[src/rtl/csel_pipe_addsub_pkg.sv]
// csel_pkg: sizing helpers and shared records for the pipelined carry-select adder.
// Group-to-stage split: every stage takes NG/STAGES groups; the last stage also takes the remainder.
package csel_pkg;

    typedef struct packed {
        logic cout;
        logic ovf;
        logic zero;
    } csel_flags_t;

    function automatic int unsigned calc_ng(input int unsigned width, input int unsigned group);
        return width / group;
    endfunction

    function automatic int unsigned stage_lo(input int unsigned s, input int unsigned ng,
                                             input int unsigned stages);
        return s * (ng / stages);
    endfunction

    function automatic int unsigned stage_hi(input int unsigned s, input int unsigned ng,
                                             input int unsigned stages);
        return (s == stages - 1) ? ng : (s + 1) * (ng / stages);
    endfunction

endpackage

[src/rtl/csel_pipe_addsub_group.sv]
// csel_group: one GROUP-bit carry-select slice; RIPPLE=1 builds a plain adder for the
// least significant group, which sees the carry-in directly.
module csel_group #(
    parameter int unsigned GROUP  = 4,
    parameter bit          RIPPLE = 1'b0
) (
    input  logic [GROUP-1:0] a_i,
    input  logic [GROUP-1:0] b_i,
    input  logic             sel_i,
    output logic [GROUP-1:0] s_o,
    output logic             c_o
);

    if (RIPPLE) begin : g_ripple
        always_comb begin
            {c_o, s_o} = {1'b0, a_i} + {1'b0, b_i} + {{GROUP{1'b0}}, sel_i};
        end
    end else begin : g_select
        logic [GROUP:0] sum0, sum1;

        always_comb begin
            sum0 = {1'b0, a_i} + {1'b0, b_i};
            sum1 = {1'b0, a_i} + {1'b0, b_i} + {{GROUP{1'b0}}, 1'b1};
            {c_o, s_o} = sel_i ? sum1 : sum0;
        end
    end

endmodule

[src/rtl/csel_pipe_addsub.sv]
// csel_pipe_addsub: STAGES-deep pipelined carry-select add/subtract with valid/ready.
// Optional CSEL_PIPE_SAT_EN adds a Sat input that clamps signed-overflowed results.
module csel_pipe_addsub
    import csel_pkg::*;
#(
    parameter int unsigned WIDTH  = 32,
    parameter int unsigned GROUP  = 4,
    parameter int unsigned STAGES = 2
) (
    input  logic             clk,
    input  logic             rst_n,
    input  logic             in_valid,
    output logic             in_ready,
    input  logic [WIDTH-1:0] A,
    input  logic [WIDTH-1:0] B,
    input  logic             Cin,
    input  logic             Sub,
`ifdef CSEL_PIPE_SAT_EN
    input  logic             Sat,
`endif
    output logic             out_valid,
    input  logic             out_ready,
    output logic [WIDTH-1:0] Y,
    output logic             Cout,
    output logic             Ovf,
    output logic             Zero
);

    localparam int unsigned NG = calc_ng(WIDTH, GROUP);

    logic [STAGES-1:0] v_q, v_up, ld;

    // Load enables chain back from the output so a drained slot frees its upstream neighbour
    // in the same cycle.
    always_comb begin
        logic r;
        v_up    = '0;
        ld      = '0;
        v_up[0] = in_valid;
        for (int unsigned k = 1; k < STAGES; k++) v_up[k] = v_q[k-1];
        r = !v_q[STAGES-1] || out_ready;
        ld[STAGES-1] = r;
        for (int unsigned k = 1; k < STAGES; k++) begin
            r = !v_q[STAGES-1-k] || r;
            ld[STAGES-1-k] = r;
        end
    end

    always_ff @(posedge clk or negedge rst_n) begin
        if (!rst_n) begin
            v_q <= '0;
        end else begin
            for (int unsigned k = 0; k < STAGES; k++) if (ld[k]) v_q[k] <= v_up[k];
        end
    end

    assign in_ready  = ld[0];
    assign out_valid = v_q[STAGES-1];

    for (genvar s = 0; s < STAGES; s++) begin : stg
        localparam int unsigned LB = stage_lo(s, NG, STAGES) * GROUP;
        localparam int unsigned HB = stage_hi(s, NG, STAGES) * GROUP;
        localparam int unsigned SW = HB - LB;
        localparam int unsigned SG = SW / GROUP;

        logic [SW-1:0] a_s, b_s, sum_s;
        logic [HB-1:0] y_full;
        logic [SG:0]   cc;
        logic          c_s;
`ifdef CSEL_PIPE_SAT_EN
        logic          sat_s;
`endif

        // Stage 0 reads the ports; later stages read the previous stage's registers,
        // where B is already inverted for subtract and the carry is a single flop.
        if (s == 0) begin : g_src
            assign a_s    = A[HB-1:0];
            assign b_s    = Sub ? ~B[HB-1:0] : B[HB-1:0];
            assign c_s    = Sub | Cin;
            assign y_full = sum_s;
`ifdef CSEL_PIPE_SAT_EN
            assign sat_s  = Sat;
`endif
        end else begin : g_src
            assign a_s    = stg[s-1].g_reg.a_q[SW-1:0];
            assign b_s    = stg[s-1].g_reg.b_q[SW-1:0];
            assign c_s    = stg[s-1].g_reg.c_q;
            assign y_full = {sum_s, stg[s-1].g_reg.y_q};
`ifdef CSEL_PIPE_SAT_EN
            assign sat_s  = stg[s-1].g_reg.sat_q;
`endif
        end

        assign cc[0] = c_s;
        for (genvar g = 0; g < SG; g++) begin : grp
            csel_group #(
                .GROUP  (GROUP),
                .RIPPLE (s == 0 && g == 0)
            ) u_grp (
                .a_i   (a_s[g*GROUP +: GROUP]),
                .b_i   (b_s[g*GROUP +: GROUP]),
                .sel_i (cc[g]),
                .s_o   (sum_s[g*GROUP +: GROUP]),
                .c_o   (cc[g+1])
            );
        end

        if (s < STAGES - 1) begin : g_reg
            localparam int unsigned RW = WIDTH - HB;

            logic [HB-1:0] y_q;
            logic [RW-1:0] a_q, b_q, a_up, b_up;
            logic          c_q;
`ifdef CSEL_PIPE_SAT_EN
            logic          sat_q;
`endif

            if (s == 0) begin : g_up
                assign a_up = A[WIDTH-1:HB];
                assign b_up = Sub ? ~B[WIDTH-1:HB] : B[WIDTH-1:HB];
            end else begin : g_up
                assign a_up = stg[s-1].g_reg.a_q[WIDTH-LB-1:SW];
                assign b_up = stg[s-1].g_reg.b_q[WIDTH-LB-1:SW];
            end

            always_ff @(posedge clk or negedge rst_n) begin
                if (!rst_n) begin
                    y_q   <= '0;
                    a_q   <= '0;
                    b_q   <= '0;
                    c_q   <= 1'b0;
`ifdef CSEL_PIPE_SAT_EN
                    sat_q <= 1'b0;
`endif
                end else if (ld[s] && v_up[s]) begin
                    y_q   <= y_full;
                    a_q   <= a_up;
                    b_q   <= b_up;
                    c_q   <= cc[SG];
`ifdef CSEL_PIPE_SAT_EN
                    sat_q <= sat_s;
`endif
                end
            end
        end else begin : g_out
            logic [WIDTH-1:0] y_d, y_q;
            csel_flags_t      f_d, f_q;

            always_comb begin
                y_d      = y_full;
                f_d.cout = cc[SG];
                f_d.ovf  = (a_s[SW-1] == b_s[SW-1]) && (y_full[WIDTH-1] != a_s[SW-1]);
`ifdef CSEL_PIPE_SAT_EN
                if (sat_s && f_d.ovf)
                    y_d = a_s[SW-1] ? {1'b1, {(WIDTH-1){1'b0}}} : {1'b0, {(WIDTH-1){1'b1}}};
`endif
                f_d.zero = (y_d == '0);
            end

            always_ff @(posedge clk or negedge rst_n) begin
                if (!rst_n) begin
                    y_q <= '0;
                    f_q <= '0;
                end else if (ld[s] && v_up[s]) begin
                    y_q <= y_d;
                    f_q <= f_d;
                end
            end

            assign Y    = y_q;
            assign Cout = f_q.cout;
            assign Ovf  = f_q.ovf;
            assign Zero = f_q.zero;
        end
    end

endmodule

[config.mk]
export PLATFORM = sky130hd
export DESIGN_NAME = csel_pipe_addsub
export DESIGN_NICKNAME = d
export VERILOG_FILES = /design/src/rtl/csel_pipe_addsub_pkg.sv /design/src/rtl/csel_pipe_addsub_group.sv /design/src/rtl/csel_pipe_addsub.sv
export SDC_FILE = /design/constraint.sdc
export NUM_CORES = 1
export LEC_CHECK = 0
export BUFFER_PORTS_ARGS = -buffer_cell sky130_fd_sc_hd__buf_2
export CAP_MARGIN = 20
export CORE_MARGIN = 3
export CORE_UTILIZATION = 60
export DETAILED_ROUTE_END_ITERATION = 10
export PLACE_DENSITY = 0.86
export SYNTH_ARGS = -nofsm -noshare
export SYNTH_HDL_FRONTEND = slang
export SYNTH_SLANG_ARGS = --single-unit
[constraint.sdc]
create_clock -name clk -period 5.4 [get_ports clk]
set_clock_uncertainty 0.15 [all_clocks]
set_input_delay 0.54 -clock clk [delete_from_list [all_inputs] [get_ports clk]]
set_output_delay 0.54 -clock clk [all_outputs]
set_load 0.05 [all_outputs]
# Word level (Yosys, flattened, before mapping)
# Index checks and enable logic that the tools add are counted.
[totals]
output_inout_bits = 37
input_bits = 70
wordCells = 48
reg_bits = 86
[classes]
n_eq_ne = 2
n_bitwise = 3
n_reduce_logical = 8
n_mux = 9
addsub = 16
[ops]
columns = ["op", "n"]
rows = [
  ["4-bit by 4-bit adder with 5-bit output", 8],
  ["5-bit by 1-bit adder with 5-bit output, second input constant", 7],
  ["5-bit two-way mux", 7],
  ["32-bit logical NOT", 1],
  ["16-bit two-way mux", 2],
  ["16-bit inverter", 2],
  ["5-bit by 1-bit adder with 5-bit output", 1],
  ["1-bit logical AND", 3],
  ["1-bit logical NOT", 2],
  ["1-bit logical OR", 2],
  ["1-bit == test", 1],
  ["1-bit != test", 1],
  ["1-bit OR", 1],
]

# Logic depth before layout (Yosys ltp)
[depth]
ltp_word = 8
ltp_mapped = 15
mapped_depth_nobuf = 12

# Modules after synthesis
# Synthesis repeated with hierarchy kept, for this count alone.
[unflattened]
hier_cells = 489
hier_area_um2 = 5575.3
[by_module_without_submodules]
columns = ["mod", "seq_area_each_um2", "n_inst", "cells_per_inst", "area_each_um2"]
rows = [
  ["csel_pipe_addsub", 2152.1, 1, 235, 3688.5],
  ["csel_group at stg[0].grp[1].u_grp ...", 0.0, 7, 34, 249.0],
  ["csel_group at stg[0].grp[0].u_grp", 0.0, 1, 16, 143.9],
]

# Least setup slack after synthesis
# OpenSTA, ideal clock, no wires.
[synth_path]
path_kind = "input to register"
from = "in Sub"
to = "reg stg[0].g_reg.c_q"
n_path_buf = 2
slack_ns = 1.360
required_ns = 5.155
setup_time_ns = 0.095
arrival_time_ns = 3.795
stages = 13
path_cell_list = "clkbuf_1 > clkbuf_1 > xnor2_1 > fa_1 > fa_1 > nor2b_1 > o21ai_0 > a21boi_0 > a31o_2 > nand4_1 > xnor2_1 > o41a_1 > o31ai_1"
[synth_via]
elab_chain_len = 6
elab_cells_between_ends = 13
classes_between = "add/sub (8); mux (4); bitwise (1)"
[synth_rtl]
columns = ["element", "line_no", "rtl"]
rows = [
  ["start, declared", "csel_pipe_addsub.sv:17", "input logic Sub,"],
  ["16-bit two-way mux", "csel_pipe_addsub.sv:78", "assign b_s = Sub ? ~B[HB-1:0] : B[HB-1:0];"],
  ["4-bit by 4-bit adder with 5-bit output, on equally long branches", "csel_pipe_addsub_group.sv:22, csel_pipe_addsub_group.sv:23, csel_pipe_addsub_group.sv:16", ""],
  ["5-bit by 1-bit adder with 5-bit output, on equally long branches", "csel_pipe_addsub_group.sv:23, csel_pipe_addsub_group.sv:16", ""],
  ["5-bit two-way mux (2 in series)", "csel_pipe_addsub_group.sv:24", "{c_o, s_o} = sel_i ? sum1 : sum0;"],
  ["5-bit two-way mux (*)", "csel_pipe_addsub_group.sv:24", ""],
  ["end signal, assigned", "csel_pipe_addsub.sv:139", "c_q <= cc[SG];"],
  ["end, declared", "csel_pipe_addsub.sv:113", "logic c_q;"],
]
# Every way passes the cells marked *; elsewhere a longest branch is shown, timed or not.
# A chain may end at the register's enable or synchronous reset.

# Final worst setup path
[layout_path]
from = "reg stg[0].g_reg.a_q[4]"
to = "reg stg[1].g_out.f_q (netlist bit Ovf)"
[layout_via]
elab_chain_len = 7
[layout_rtl]
columns = ["element", "line_no", "rtl"]
rows = [
  ["start, declared", "csel_pipe_addsub.sv:112", "logic [RW-1:0] a_q, b_q, a_up, b_up;"],
  ["start signal, assigned", "csel_pipe_addsub.sv:137", "a_q <= a_up;"],
  ["4-bit by 4-bit adder with 5-bit output (*)", "csel_pipe_addsub_group.sv:22, csel_pipe_addsub_group.sv:23", ""],
  ["5-bit by 1-bit adder with 5-bit output", "csel_pipe_addsub_group.sv:23", "sum1 = {1'b0, a_i} + {1'b0, b_i} + {{GROUP{1'b0}}, 1'b1};"],
  ["5-bit two-way mux (*) (3 in series)", "csel_pipe_addsub_group.sv:24", ""],
  ["1-bit != test (*)", "csel_pipe_addsub.sv:152", "f_d.ovf = (a_s[SW-1] == b_s[SW-1]) && (y_full[WIDTH-1] != a_s[SW-1]);"],
  ["1-bit logical AND (*)", "csel_pipe_addsub.sv:152", ""],
  ["end signal, assigned", "csel_pipe_addsub.sv:163", "f_q <= '0;"],
  ["end signal, assigned", "csel_pipe_addsub.sv:166", "f_q <= f_d;"],
  ["end, declared", "csel_pipe_addsub.sv:147", "csel_flags_t f_d, f_q;"],
]
# Marked as above.

==> summary.txt <==
Outcome
  – Outcome: finished, final reports clean

Worst setup path
  – WP data required: 5.51 ns
  – Kind of critical path: register to register
  – Crit-path max cell delay: 0.48 ns
  – Worst path top cell family by delay: compound AO/OA/AOI/OAI gates
  – R2R setup slack: ~1.6 ns
  – Reg-to-Reg Start: stg[0].g_reg.a_q[4]
  – Crit end category: register
  – Crit path DAT: 3.88 ns
  – CP startpoint kind: register
  – RR Endpoint: Ovf
  – R2r worst-path depth: 10
  – Worst path slowest cell: or3b_2
  – Crit-path max FO: 4
  – CP cell instances: ha_1, fa_1, or3b_2, o32ai_1, o21ai_0, o31ai_1, a31oi_1, nor4b_2, xnor3_1, o31ai_2
  – CP bufs+invs: 0

Drt
  – Post-route ant nets: 0
  – Via count: 4367
  – Initial DRC Count: roughly 190
  – Met2 WL: around 5.6 mm
  – Max Used Layer: met5
  – DR vias/cell: about 5.5
  – M1 WL: 5.14 mm
  – Total Wirelength: between 10 and 15 mm
  – DRC viols: 0
  – Post-DR wirelength/cell: 14.4 um
  – First-pass detailed-route iteration total: 4
  – WL met3: 583 um

Synth
  – Seq cells post-synth: between 80 and 90
  – Avg Cell Area, Syn: 9.08 um^2
  – Asr flop ratio synth: 100%
  – Post-synth EDFFs: 0
  – Synth Flop Type: dfrtp_1
  – Yosys warning total: 0
  – Post-Synthesis Cells: a little under 600
  – Syn Nets: 710
  – Unique masters post-synth: 50
  – Mapped Area: between 5000 and 6000 um^2
  – Sequential share of the synthesized area: about two fifths

Global routing
  – Vias in the first global route: around 4300
  – Antenna violations before repair: 1
  – Largest net degree at the start of global routing: 87
  – Overflow after GRT: 0
  – Total GRT Usage: between 20% and 30%
  – Global-route wire length before repair: 19.1 mm

Placed design
  – DP Area: approximately 6000 um^2
  – HPWL Detailed: approximately 8.7 mm
  – GP Congestion: 0.847
  – Placed insts: roughly 800
  – Input/output buffers: between 100 and 150
  – Place WS: between 1 and 1.5 ns

Floorplan
  – IO Pins: ~110
  – Die area: a little over 10000 um^2
  – Starting Density: a little under two thirds
  – Core area: 8460 um^2
  – Die H: slightly above 100 um
  – Row cnt: 33
  – Die width: roughly 100 um

Timing
  – RSZ-0062 raised after global routing: false
  – Worst slew pin tran: roughly 0.87 ns
  – Final WS setup: between 1.5 and 2 ns
  – Total Neg Setup Slack: 0 ns
  – Final min period: about 3.8 ns
  – Final hold viol count: 0
  – Endpoints failing setup: 0
  – Pins Over Slew Limit: 0
  – Max Clk Rate: around 270 MHz
  – Tcrit/Tclk final: a little over two thirds
  – Hold Slack: 0.220 ns
  – Worst rel slew slack: between 40% and 50%

CTS
  – CTS tree: done
  – Reg clk slew, reported paths: about 0.10 ns
  – CTS buffer count: 9
  – Post CTS Setup Buffer Count: 0
  – Total clock sinks: 86
  – H-Tree Level Count: 3
  – CTS resizes: 0
  – CTS Buffer Depth: 2
  – Worst-Skew Late Latency: between 0.3 and 0.4 ns
  – Root buffer cell: clkbuf_8

Run
  – Total of max-cap violations: 0

Power and ir drop
  – Worst IR Drop VDD: 0.224 mV
  – Leakage power: between 3 and 4 nW
  – PwrDens: 431 nW/um^2

Hold path
  – Hold path startpoint: A[24]
  – Hold path depth: 3
  – Worst min-delay path class: input pin to register
  – Hold endpoint: stg[0].g_reg.a_q[8]

Cells and area
  – Filler cells: between 600 and 700
  – Share of post-route cells with drive strength above 1: between 10% and 20%
  – Number of diodes: 0
  – Layout Cells excl Fill: between 800 and 900
  – Area growth syn-to-layout: 15.0%
  – Final Cell Area: between 6000 and 7000 um^2
  – Final #Nets: between 800 and 900
==> power by group <==
group          switching, mW  leakage, nW  total, mW  internal [mW]
logic                  0.879         2.02       1.31          0.432
clock network          0.247       0.0906      0.420          0.173
registers              0.119         1.05      0.938          0.819
total                   1.25         3.16       2.67           1.42
==> layer usage <==
layer  global-route usage, %  vias to the layer above
li1                        -                     2171
met1                    31.3                     2063
met2                    38.9                      111
met3                    3.60                       20
met4                    8.19                        2
met5                       0                        -
==> cell families (layout without fill, tap and decap cells) <==
kind of cell / after synthesis / after routing / synth area share [%]
compound gates: 106 / 106 / 12.0
xor+xnor: 74 / 74 / 12.4
fa+ha+maj: 47 / 47 / 12.2
buf+inv: 54 / 157 / 3.93
flops: 86 / 86 / 40.0
mux: 8 / 8 / 1.51
simple gates: 218 / 218 / 18.0
==> what timing repair did <==
action / in CTS / in global routing
hold buffers: 0 / 1
endpoints found under the hold margin: 0 / 11
setup endpoints to repair: 0 / 0
==> state kept, by name, summed over array words and instances (netlist names) <==
name and count:
Zero 1, Ovf 1, stg.g_reg.b_q 16, stg.g_reg.a_q 16
Cout 1, stg.g_reg.c_q 1, stg.g_reg.y_q 16, v_q 2
Y 32
==> worst max path at each step <==
stage	endpoint	cells after the start	from
6_report	Ovf	10	stg[0].g_reg.a_q[4]
5_1_grt	stg[0].g_reg.y_q[14]	13	Sub
4_1_cts	stg[0].g_reg.y_q[14]	13	Sub
3_5_place_dp	stg[0].g_reg.y_q[13]	13	Sub
3_3_place_gp	stg[0].g_reg.y_q[13]	13	Sub
2_1_floorplan	stg[0].g_reg.c_q	13	Sub
==> metrics by stage <==
| stage | utilization (%) | power (mW) |
|---|---|---|
| floorplan | - | 1.94 |
| global placement | 70.6 | 2.20 |
| detailed placement | 70.6 | 2.25 |
| CTS | 72.7 | 2.67 |
| global route | 73.2 | 2.86 |
| finish | 73.2 | 2.67 |
==> Yosys cell counts (8+ instances only) <==
cell type  count  area share [%]
nand2_1      158              11
dfrtp_1       86              40
o21ai_0       50             4.6
xnor2_1       39             6.3
ha_1          38             8.8
xor2_1        33             5.4
inv_1         30             2.1
clkbuf_1      19             1.3
a21oi_1       17             1.6
a21o_1        15             2.1
nor2_1        12            0.84
fa_1           9             3.3
nand4_1        8            0.93
nor4_1         8            0.93
==> final cells by class <==
cell class / count / area (um^2) / area share [%]
clock inverter: 7 / 56.3 / 0.909
tap: 105 / 131 / 2.12
sequential: 86 / 2150 / 34.7
timing repair buffer: 111 / 593 / 9.57
clock buffer: 9 / 124 / 2.00
inverter: 30 / 113 / 1.82
multi-input combinational: 453 / 3030 / 48.8
==> worst min-delay path: cells and delay by family <==
family | cells | cell delay, ns
AND/OR/NAND/NOR | 2 | 0.08
buffers and inverters | 1 | 0.07
==> cells in the final DEF (no fill, tap or decap), drive strengths merged, types with 2 or more instances in the layout <==
cell | synthesis | routed
nand3b | 2 | 2
a31oi | 5 | 5
nand4 | 8 | 8
nor4 | 8 | 8
o31ai | 4 | 4
clkbuf | 19 | 9
dfrtp | 86 | 86
and2 | 6 | 6
fa | 9 | 9
a21oi | 17 | 17
a211o | 3 | 3
xnor2 | 39 | 39
nor2 | 12 | 12
nor2b | 3 | 3
mux2i | 7 | 7
inv | 30 | 33
xor2 | 34 | 34
nand2 | 158 | 158
nand3 | 3 | 3
and4 | 2 | 2
ha | 38 | 38
clkinv | 0 | 3
nand2b | 4 | 4
a21o | 17 | 17
buf | 5 | 110
nor3 | 3 | 3
o21ai | 50 | 50
nor4b | 2 | 2
a211oi | 2 | 2
or3 | 3 | 3
Power figures use the tool's default switching activity.
